--- config.mk ---
export PLATFORM = sky130hd
export DESIGN_NAME = hazard_control_unit
export DESIGN_NICKNAME = d
export VERILOG_FILES = /design/src/rtl/hazard_control_unit_pkg.sv /design/src/rtl/hazard_control_unit_load_use_detect.sv /design/src/rtl/hazard_control_unit.sv
export SDC_FILE = /design/constraint.sdc
export NUM_CORES = 1
export LEC_CHECK = 0
export CAP_MARGIN = 20
export CORE_ASPECT_RATIO = 2
export CORE_MARGIN = 1.5
export CORE_UTILIZATION = 49
export DETAILED_ROUTE_END_ITERATION = 12
export PLACE_DENSITY_LB_ADDON = 0.25
export SYNTH_ARGS = -nofsm -noshare
export SYNTH_HDL_FRONTEND = slang
export SYNTH_SLANG_ARGS = --single-unit
--- constraint.sdc ---
create_clock -name CLK -period 3.5 [get_ports CLK]
set_clock_uncertainty 0.1 [all_clocks]
set_input_delay 0.875 -clock CLK [delete_from_list [all_inputs] [get_ports CLK]]
set_output_delay 0.875 -clock CLK [all_outputs]
set_load 0.1 [all_outputs]
--- src/rtl/hazard_control_unit_pkg.sv ---
// Shared pipeline constants for the hazard control unit: FSM encodings,
// the default mul/div timeout and the wait counter width.
package hazard_control_unit_pkg;

    typedef enum logic [1:0] {
        ST_RUN         = 2'b00,
        ST_MULDIV_WAIT = 2'b01
    } hcu_state_t;

    localparam int MULDIV_TIMEOUT_DEFAULT = 40;
    localparam int WAIT_CNT_W             = 6;

endpackage

--- src/rtl/hazard_control_unit_load_use_detect.sv ---
// Load-use hazard detector: flags an ID-stage instruction that reads the
// destination of a load currently in EX. Loads to x0 never create a hazard.
module load_use_detect (
    input  logic [4:0] id_rs1_addr,
    input  logic [4:0] id_rs2_addr,
    input  logic       id_rs1_use,
    input  logic       id_rs2_use,
    input  logic [4:0] ex_rd_addr,
    input  logic       ex_mem_read,
    output logic       hazard
);

    // Compare each used ID source against the EX load destination.
    always_comb begin
        hazard = 1'b0;
        if (ex_mem_read && (ex_rd_addr != 5'd0)) begin
            hazard = (id_rs1_use && (id_rs1_addr == ex_rd_addr)) ||
                     (id_rs2_use && (id_rs2_addr == ex_rd_addr));
        end
    end

endmodule

--- src/rtl/hazard_control_unit.sv ---
// Hazard control unit for a 5-stage pipeline. Produces stall and flush
// controls from data-memory back-pressure, multi-cycle mul/div, taken
// branches and load-use hazards, in that priority. A taken branch that
// meets a higher-priority stall is remembered and flushed exactly once in
// the first unstalled cycle. Stall/flush outputs are combinational from the
// state and the inputs; the state, wait counter, error flag and stall
// counter are registered.
module hazard_control_unit
    import hazard_control_unit_pkg::*;
#(
    parameter int MULDIV_TIMEOUT = MULDIV_TIMEOUT_DEFAULT
) (
    input  logic        CLK,
    input  logic        RESET,
    input  logic [4:0]  ID_RS1_ADDR,
    input  logic [4:0]  ID_RS2_ADDR,
    input  logic        ID_RS1_USE,
    input  logic        ID_RS2_USE,
    input  logic [4:0]  EX_RD_ADDR,
    input  logic        EX_MEM_READ,
    input  logic        EX_MULDIV_START,
    input  logic        MULDIV_DONE,
    input  logic        BRANCH_TAKEN,
    input  logic        DMEM_BUSY,
    output logic        PC_STALL,
    output logic        IFID_STALL,
    output logic        IDEX_STALL,
    output logic        EXMEM_STALL,
    output logic        IFID_FLUSH,
    output logic        IDEX_FLUSH,
    output logic        MULDIV_TIMEOUT_ERR,
    output logic [15:0] STALL_CYCLES
);

    localparam logic [WAIT_CNT_W-1:0] WAIT_LAST = WAIT_CNT_W'(MULDIV_TIMEOUT - 1);

    hcu_state_t            state;
    logic [WAIT_CNT_W-1:0] wait_cnt;
    logic                  timeout_err;
    logic [15:0]           stall_cnt;
    logic                  branch_pending;

    logic load_use;
    logic muldiv_stall;
    logic higher_stall;
    logic flush_req;
    logic flush_issue;

    load_use_detect u_load_use_detect (
        .id_rs1_addr (ID_RS1_ADDR),
        .id_rs2_addr (ID_RS2_ADDR),
        .id_rs1_use  (ID_RS1_USE),
        .id_rs2_use  (ID_RS2_USE),
        .ex_rd_addr  (EX_RD_ADDR),
        .ex_mem_read (EX_MEM_READ),
        .hazard      (load_use)
    );

    // Priority resolution of stall/flush controls; reset silences everything.
    always_comb begin
        muldiv_stall = ((state == ST_MULDIV_WAIT) && !MULDIV_DONE) ||
                       ((state == ST_RUN) && EX_MULDIV_START);
        higher_stall = DMEM_BUSY || muldiv_stall;
        flush_req    = BRANCH_TAKEN || branch_pending;
        flush_issue  = 1'b0;
        PC_STALL     = 1'b0;
        IFID_STALL   = 1'b0;
        IDEX_STALL   = 1'b0;
        EXMEM_STALL  = 1'b0;
        IFID_FLUSH   = 1'b0;
        IDEX_FLUSH   = 1'b0;
        if (RESET) begin
            flush_issue = 1'b0;
        end else if (DMEM_BUSY) begin
            PC_STALL    = 1'b1;
            IFID_STALL  = 1'b1;
            IDEX_STALL  = 1'b1;
            EXMEM_STALL = 1'b1;
        end else if (muldiv_stall) begin
            // EX/MEM keeps moving and takes a bubble from the held EX stage.
            PC_STALL   = 1'b1;
            IFID_STALL = 1'b1;
            IDEX_STALL = 1'b1;
        end else if (flush_req) begin
            IFID_FLUSH  = 1'b1;
            IDEX_FLUSH  = 1'b1;
            flush_issue = 1'b1;
        end else if (load_use) begin
            PC_STALL   = 1'b1;
            IFID_STALL = 1'b1;
            IDEX_FLUSH = 1'b1;
        end
    end

    // Mul/div wait FSM with timeout; frozen while data memory is busy.
    always_ff @(posedge CLK) begin
        if (RESET) begin
            state       <= ST_RUN;
            wait_cnt    <= '0;
            timeout_err <= 1'b0;
        end else if (!DMEM_BUSY) begin
            case (state)
                ST_RUN: begin
                    if (EX_MULDIV_START) begin
                        state    <= ST_MULDIV_WAIT;
                        wait_cnt <= '0;
                    end
                end
                ST_MULDIV_WAIT: begin
                    if (MULDIV_DONE) begin
                        state <= ST_RUN;
                    end else if (wait_cnt == WAIT_LAST) begin
                        timeout_err <= 1'b1;
                        state       <= ST_RUN;
                    end else begin
                        wait_cnt <= wait_cnt + 1'b1;
                    end
                end
                default: state <= ST_RUN;
            endcase
        end
    end

    // Remember a taken branch hidden behind a stall until its flush is issued.
    always_ff @(posedge CLK) begin
        if (RESET) begin
            branch_pending <= 1'b0;
        end else if (flush_issue) begin
            branch_pending <= 1'b0;
        end else if (BRANCH_TAKEN && higher_stall) begin
            branch_pending <= 1'b1;
        end
    end

    // Saturating count of cycles in which the PC was held.
    always_ff @(posedge CLK) begin
        if (RESET) begin
            stall_cnt <= '0;
        end else if (PC_STALL && (stall_cnt != 16'hFFFF)) begin
            stall_cnt <= stall_cnt + 16'd1;
        end
    end

    assign MULDIV_TIMEOUT_ERR = timeout_err;
    assign STALL_CYCLES       = stall_cnt;

endmodule

Yosys cells after proc, flatten, opt, wreduce, memory -nomap -nowiden:

Cells that the tools add are included.

* register bits after elaboration: 26
* output and inout port bits: 23
* logic and storage cells: 64

* reduce and logical (&&, ||, !) cells: 19
* bitwise logic cells: 2
* muxes and demuxes: 27
* add/sub/neg operators: 2
* equality and inequality tests: 9

Operators with widths (count)
* $mux W1: 19
* $mux W6: 3
* $add A16 B1 Y16 const B: 1
* $ne A16 B16 Y1 const B: 1
* $pmux W6 S2: 1
* $eq A5 B5 Y1: 2
* $logic_and A1 B1 Y1: 7
* $add A6 B1 Y6 const B: 1
* $eq A6 B6 Y1 const B: 1
* $mux W2: 3
* $ne A2 B2 Y1 const B: 3
* $reduce_and A5 Y1: 1
* $reduce_bool A5 Y1: 1
* $logic_or A1 B1 Y1: 4
* $pmux W2 S2: 1
* $reduce_and A4 Y1: 1
* $ne A3 B2 Y1 const B: 1
* $reduce_and A3 Y1: 1
* $eq A2 B1 Y1 const B: 1
* $logic_not A2 Y1: 1
* $not A1 Y1: 2
* $reduce_bool A2 Y1: 1
* $reduce_or A2 Y1: 1
* $logic_not A1 Y1: 1

Longest topological paths before layout:

* depth in word-level cells: 10
* depth in mapped cells: 9
* depth with buffers taken out: 7

Cells and area by module:

Synthesis repeated with hierarchy kept, for this count alone.

* cells, all modules: 174
* area, all modules: 1435.1 sq um

By module, submodules not included
* hazard_control_unit: area an instance 1301.2 sq um, cells an instance 157, sequential area each 500.5 sq um, instances 1
* load_use_detect: area an instance 133.9 sq um, cells an instance 17, sequential area each 0.0 sq um, instances 1

Worst setup path after synthesis:

OpenSTA, ideal clock, no wires.

* path type: input to output
* from: input port EX_RD_ADDR[1]
* to: output port PC_STALL
* path buffers: 1
* arrival: 4.205 ns
* cell stages on the path: 6
* path slack: -1.680 ns
* cells stage by stage: xnor2_1 nand4_1 o22ai_2 nand2b_1 o21ai_0 buf_4

* cells in the longest elaborated chain, start to end: 9
* elaborated cells on any way between the ends: 13
* those cells by class: eq/ne: 2; mux: 6; reduce/logical: 5

RTL lines
* from (decl): RTL line hazard_control_unit.sv:19 `input logic [4:0] EX_RD_ADDR,`
* $eq A5 B5 Y1 (on tied branches): RTL line hazard_control_unit_load_use_detect.sv:17, hazard_control_unit_load_use_detect.sv:18
* $logic_and A1 B1 Y1 (on tied branches): RTL line hazard_control_unit_load_use_detect.sv:17, hazard_control_unit_load_use_detect.sv:18
* $logic_or A1 B1 Y1: RTL line hazard_control_unit_load_use_detect.sv:17 `hazard = (id_rs1_use && (id_rs1_addr == ex_rd_addr)) ||`
* $mux W1 (*): RTL line hazard_control_unit_load_use_detect.sv:16 `if (ex_mem_read && (ex_rd_addr != 5'd0)) begin`
* $mux W1 (*) (5 in series)
* to (decl): RTL line hazard_control_unit.sv:25 `output logic PC_STALL,`

Every way passes the cells marked *; elsewhere a longest branch is shown, timed or not.

Final worst setup path:

* from: input port ID_RS1_ADDR[1]
* to: output port PC_STALL

* cells in the longest elaborated chain, start to end: 9

RTL lines
* from (decl): RTL line hazard_control_unit.sv:15 `input logic [4:0] ID_RS1_ADDR,`
* $eq A5 B5 Y1: RTL line hazard_control_unit_load_use_detect.sv:17
* $logic_and A1 B1 Y1: RTL line hazard_control_unit_load_use_detect.sv:17
* $logic_or A1 B1 Y1: RTL line hazard_control_unit_load_use_detect.sv:17
* $mux W1: RTL line hazard_control_unit_load_use_detect.sv:16
* $mux W1: RTL line hazard_control_unit.sv:88 `end else if (load_use) begin`
* $mux W1: RTL line hazard_control_unit.sv:84 `end else if (flush_req) begin`
* $mux W1: RTL line hazard_control_unit.sv:79 `end else if (muldiv_stall) begin`
* $mux W1: RTL line hazard_control_unit.sv:74 `end else if (DMEM_BUSY) begin`
* $mux W1: RTL line hazard_control_unit.sv:72 `if (RESET) begin`

No other way between the ends.

==> impl_metrics.json <==
{
  "synth_cells": 173,
  "finalCritPeriodShare": 0.978,
  "worstSetupPathType": "input port to output pin",
  "syn_nets": 199,
  "clkLatencyLatePin_ps": 270,
  "syn_area_per_cell_um2": 8.13,
  "cpPeakStageDelay_ps": 500,
  "initial_utilization": 0.514,
  "cts_hold_buf": 0,
  "worstReg2RegStart": "STALL_CYCLES[0]$_SDFFE_PP0P_",
  "portBuffers": 46,
  "min_path_type": "register to register",
  "fin_ws_ps": 77.7,
  "hold_viol": 0,
  "period_needed_ps": 3420,
  "placement.setup.worst_slack_ps": -55.5,
  "cp_slowest_cell": "clkdlybuf4s50_1",
  "syn_to_final_growth_pct": 46.1,
  "dieArea_um2": 3220,
  "ys_seq_area_frac": 0.356,
  "cts_buffers": 3,
  "required_ps": 2520,
  "drtIter0Drc": 19,
  "std_cell_rows": 27,
  "cp-start-kind": "input port",
  "die_w_um": 40.9,
  "hold_path.startpoint": "MULDIV_TIMEOUT_ERR$_SDFFE_PP0P_",
  "p_total_mw": 0.635,
  "place_inst": 249,
  "tns_ps": 0,
  "crit_path_max_fanout": 2,
  "peakVddDrop_mv": 0.285,
  "ant_nets": 0,
  "setup_viol": 0,
  "drt-pass1-iter-count": 4,
  "cts_tree": "built",
  "drt_wl_total_um": 3930,
  "path_clk_slew_ps": 80,
  "fmax_mhz": 292,
  "grt_pass1_wl_um": 5820,
  "gp_congestion": 0.799,
  "drive_gt1_frac": 0.226,
  "startpoint": "ID_RS1_ADDR[1]",
  "mostFrequentLayoutCell": "buf_4",
  "grt_use_total": 0.256,
  "max_slew_margin": 0.587,
  "antenna_found_initial": 0,
  "slew_viol_final": 0,
  "clockBufferDepth": 2,
  "num_vias": 1470,
  "syn_area_um2": 1410,
  "grt.overflow.total": 0,
  "io_pins": 47,
  "seq_area_um2": 500,
  "cts_root_buf": "clkbuf_8",
  "grt_pass1_vias": 1354,
  "cap_viol_max_count": 0,
  "dp_hpwl_um": 2990,
  "cts.sinks": 25,
  "htree_levels": 1,
  "rsz0062_at_grt": "yes",
  "fillers": 197,
  "power.leakage_nw": 0.786,
  "multi_input_comb_area_um2": 898,
  "avgViaCountPerCell": 5.76,
  "fin_nets": 253,
  "whs_ps": 384,
  "core_area_um2": 2740,
  "crit_chain": "clkdlybuf4s50_1 > xnor2_2 > nand4_1 > o22ai_2 > nand2b_4 > o21ai_2 > buf_12",
  "grt_max_degree": 22,
  "crit_path_end_kind": "output pin",
  "status": "finished clean",
  "num_antenna_cells": 0,
  "synth.distinct_cells": 39,
  "yosys_warnings": 0,
  "mostFrequentLayoutCells": "buf_4 (26), dfxtp_1 (25), nor2_1 (18), clkdlybuf4s50_1 (18), or3_1 (12)",
  "drc": 0,
  "die_h_um": 78.8,
  "finalNonFillerCells": 255,
  "critical_path_arrival_ps": 2450,
  "ys_seq_elements": 25,
  "wl_per_cell_um": 15.4,
  "tightestPinTransition_ps": 620,
  "power_density_nw_per_um2": 309
}
[logic make-up after synthesis]
logic type	Yosys count	share of synthesized area
multiplexers	3	0.0249
XOR/XNOR	17	0.106
flip-flops	25	0.356
AND/OR/NAND/NOR	79	0.295
AO/OA/AOI/OAI	35	0.159
buffers and inverters	12	0.0409
adder cells (fa/ha/maj)	2	0.0178
[metrics by stage]
stage,utilization,cell area (µm²)
detailed placement,0.714,1950
CTS,0.743,2030
finish,0.751,2050
global placement,0.714,1950
global route,0.751,2050
floorplan,-,1420
[critical path: cells and delay by family]
family          cells  cell delay [ps]
buf+inv             2              710
compound gates      2              510
simple gates        2              220
xor+xnor            1              130
[metal layers]
metal / share of wire / track usage
met5: 0 / 0
met4: 0.018 / 0.0900
met3: 0.042 / 0.0279
met2: 0.58 / 0.475
met1: 0.35 / 0.261
[Yosys cell counts]
cell type / instances / area share
nor3_1: 4 / 0.014
o21ai_2: 1 / 0.0062
buf_6: 1 / 0.0080
nor4_1: 4 / 0.018
and3_4: 1 / 0.0080
buf_2: 1 / 0.0036
dfxtp_1: 25 / 0.36
nand3_1: 9 / 0.032
a21oi_1: 10 / 0.036
a211oi_1: 1 / 0.0053
nor2b_1: 2 / 0.0089
nand4_1: 9 / 0.040
mux2i_1: 2 / 0.014
xor2_1: 6 / 0.037
o31ai_1: 1 / 0.0053
nor2_1: 19 / 0.051
mux2_4: 1 / 0.011
xnor2_1: 11 / 0.069
clkbuf_1: 2 / 0.0053
o211ai_1: 1 / 0.0053
buf_4: 1 / 0.0053
buf_1: 1 / 0.0027
and3_1: 2 / 0.0089
inv_1: 6 / 0.016
and4_1: 1 / 0.0062
nand2_1: 11 / 0.029
nand2b_1: 2 / 0.0089
nand4b_1: 1 / 0.0062
or3_1: 12 / 0.053
a21oi_4: 1 / 0.012
a21oi_2: 3 / 0.019
ha_1: 2 / 0.018
or4_1: 2 / 0.011
o21ai_0: 7 / 0.025
o31a_1: 1 / 0.0062
o22ai_2: 1 / 0.0089
o21ai_1: 6 / 0.021
o21a_1: 1 / 0.0053
a31oi_1: 1 / 0.0045
[registers in the layout (all words and copies together) (netlist names)]
name                cells
branch_pending          1
STALL_CYCLES           16
state                   1
MULDIV_TIMEOUT_ERR      1
wait_cnt                6
[worst paths after layout]
check                           slack [ps]                         endpoint  depth (start not counted)
worst max-delay path                    80                         PC_STALL                          7
worst max register to register        1100    STALL_CYCLES[12]$_SDFFE_PP0P_                          7
worst min register to register         380  MULDIV_TIMEOUT_ERR$_SDFFE_PP0P_                          2
worst min-delay path                   380  MULDIV_TIMEOUT_ERR$_SDFFE_PP0P_                          2
[final cells by class]
cell class | instances | area share
multi-input combinational | 136 | 0.437
timing repair buffer | 55 | 0.268
sequential | 25 | 0.244
clock buffer | 3 | 0.0201
tap | 29 | 0.0177
inverter | 6 | 0.0110
clock inverter | 1 | 0.00244
[power breakdown]
part	total [mW]	internal, mW	switching (mW)
logic	0.168	0.0687	0.0996
clock network	0.172	0.0798	0.0921
registers	0.295	0.289	0.00531
[repair_timing]
item                                    in CTS  in global routing
resized for setup                            6                  4
setup buffers                                1                  1
pin swaps                                    1                  4
endpoints found under the setup margin       3                  3
No activity file was read; power rests on OpenSTA's default activity.
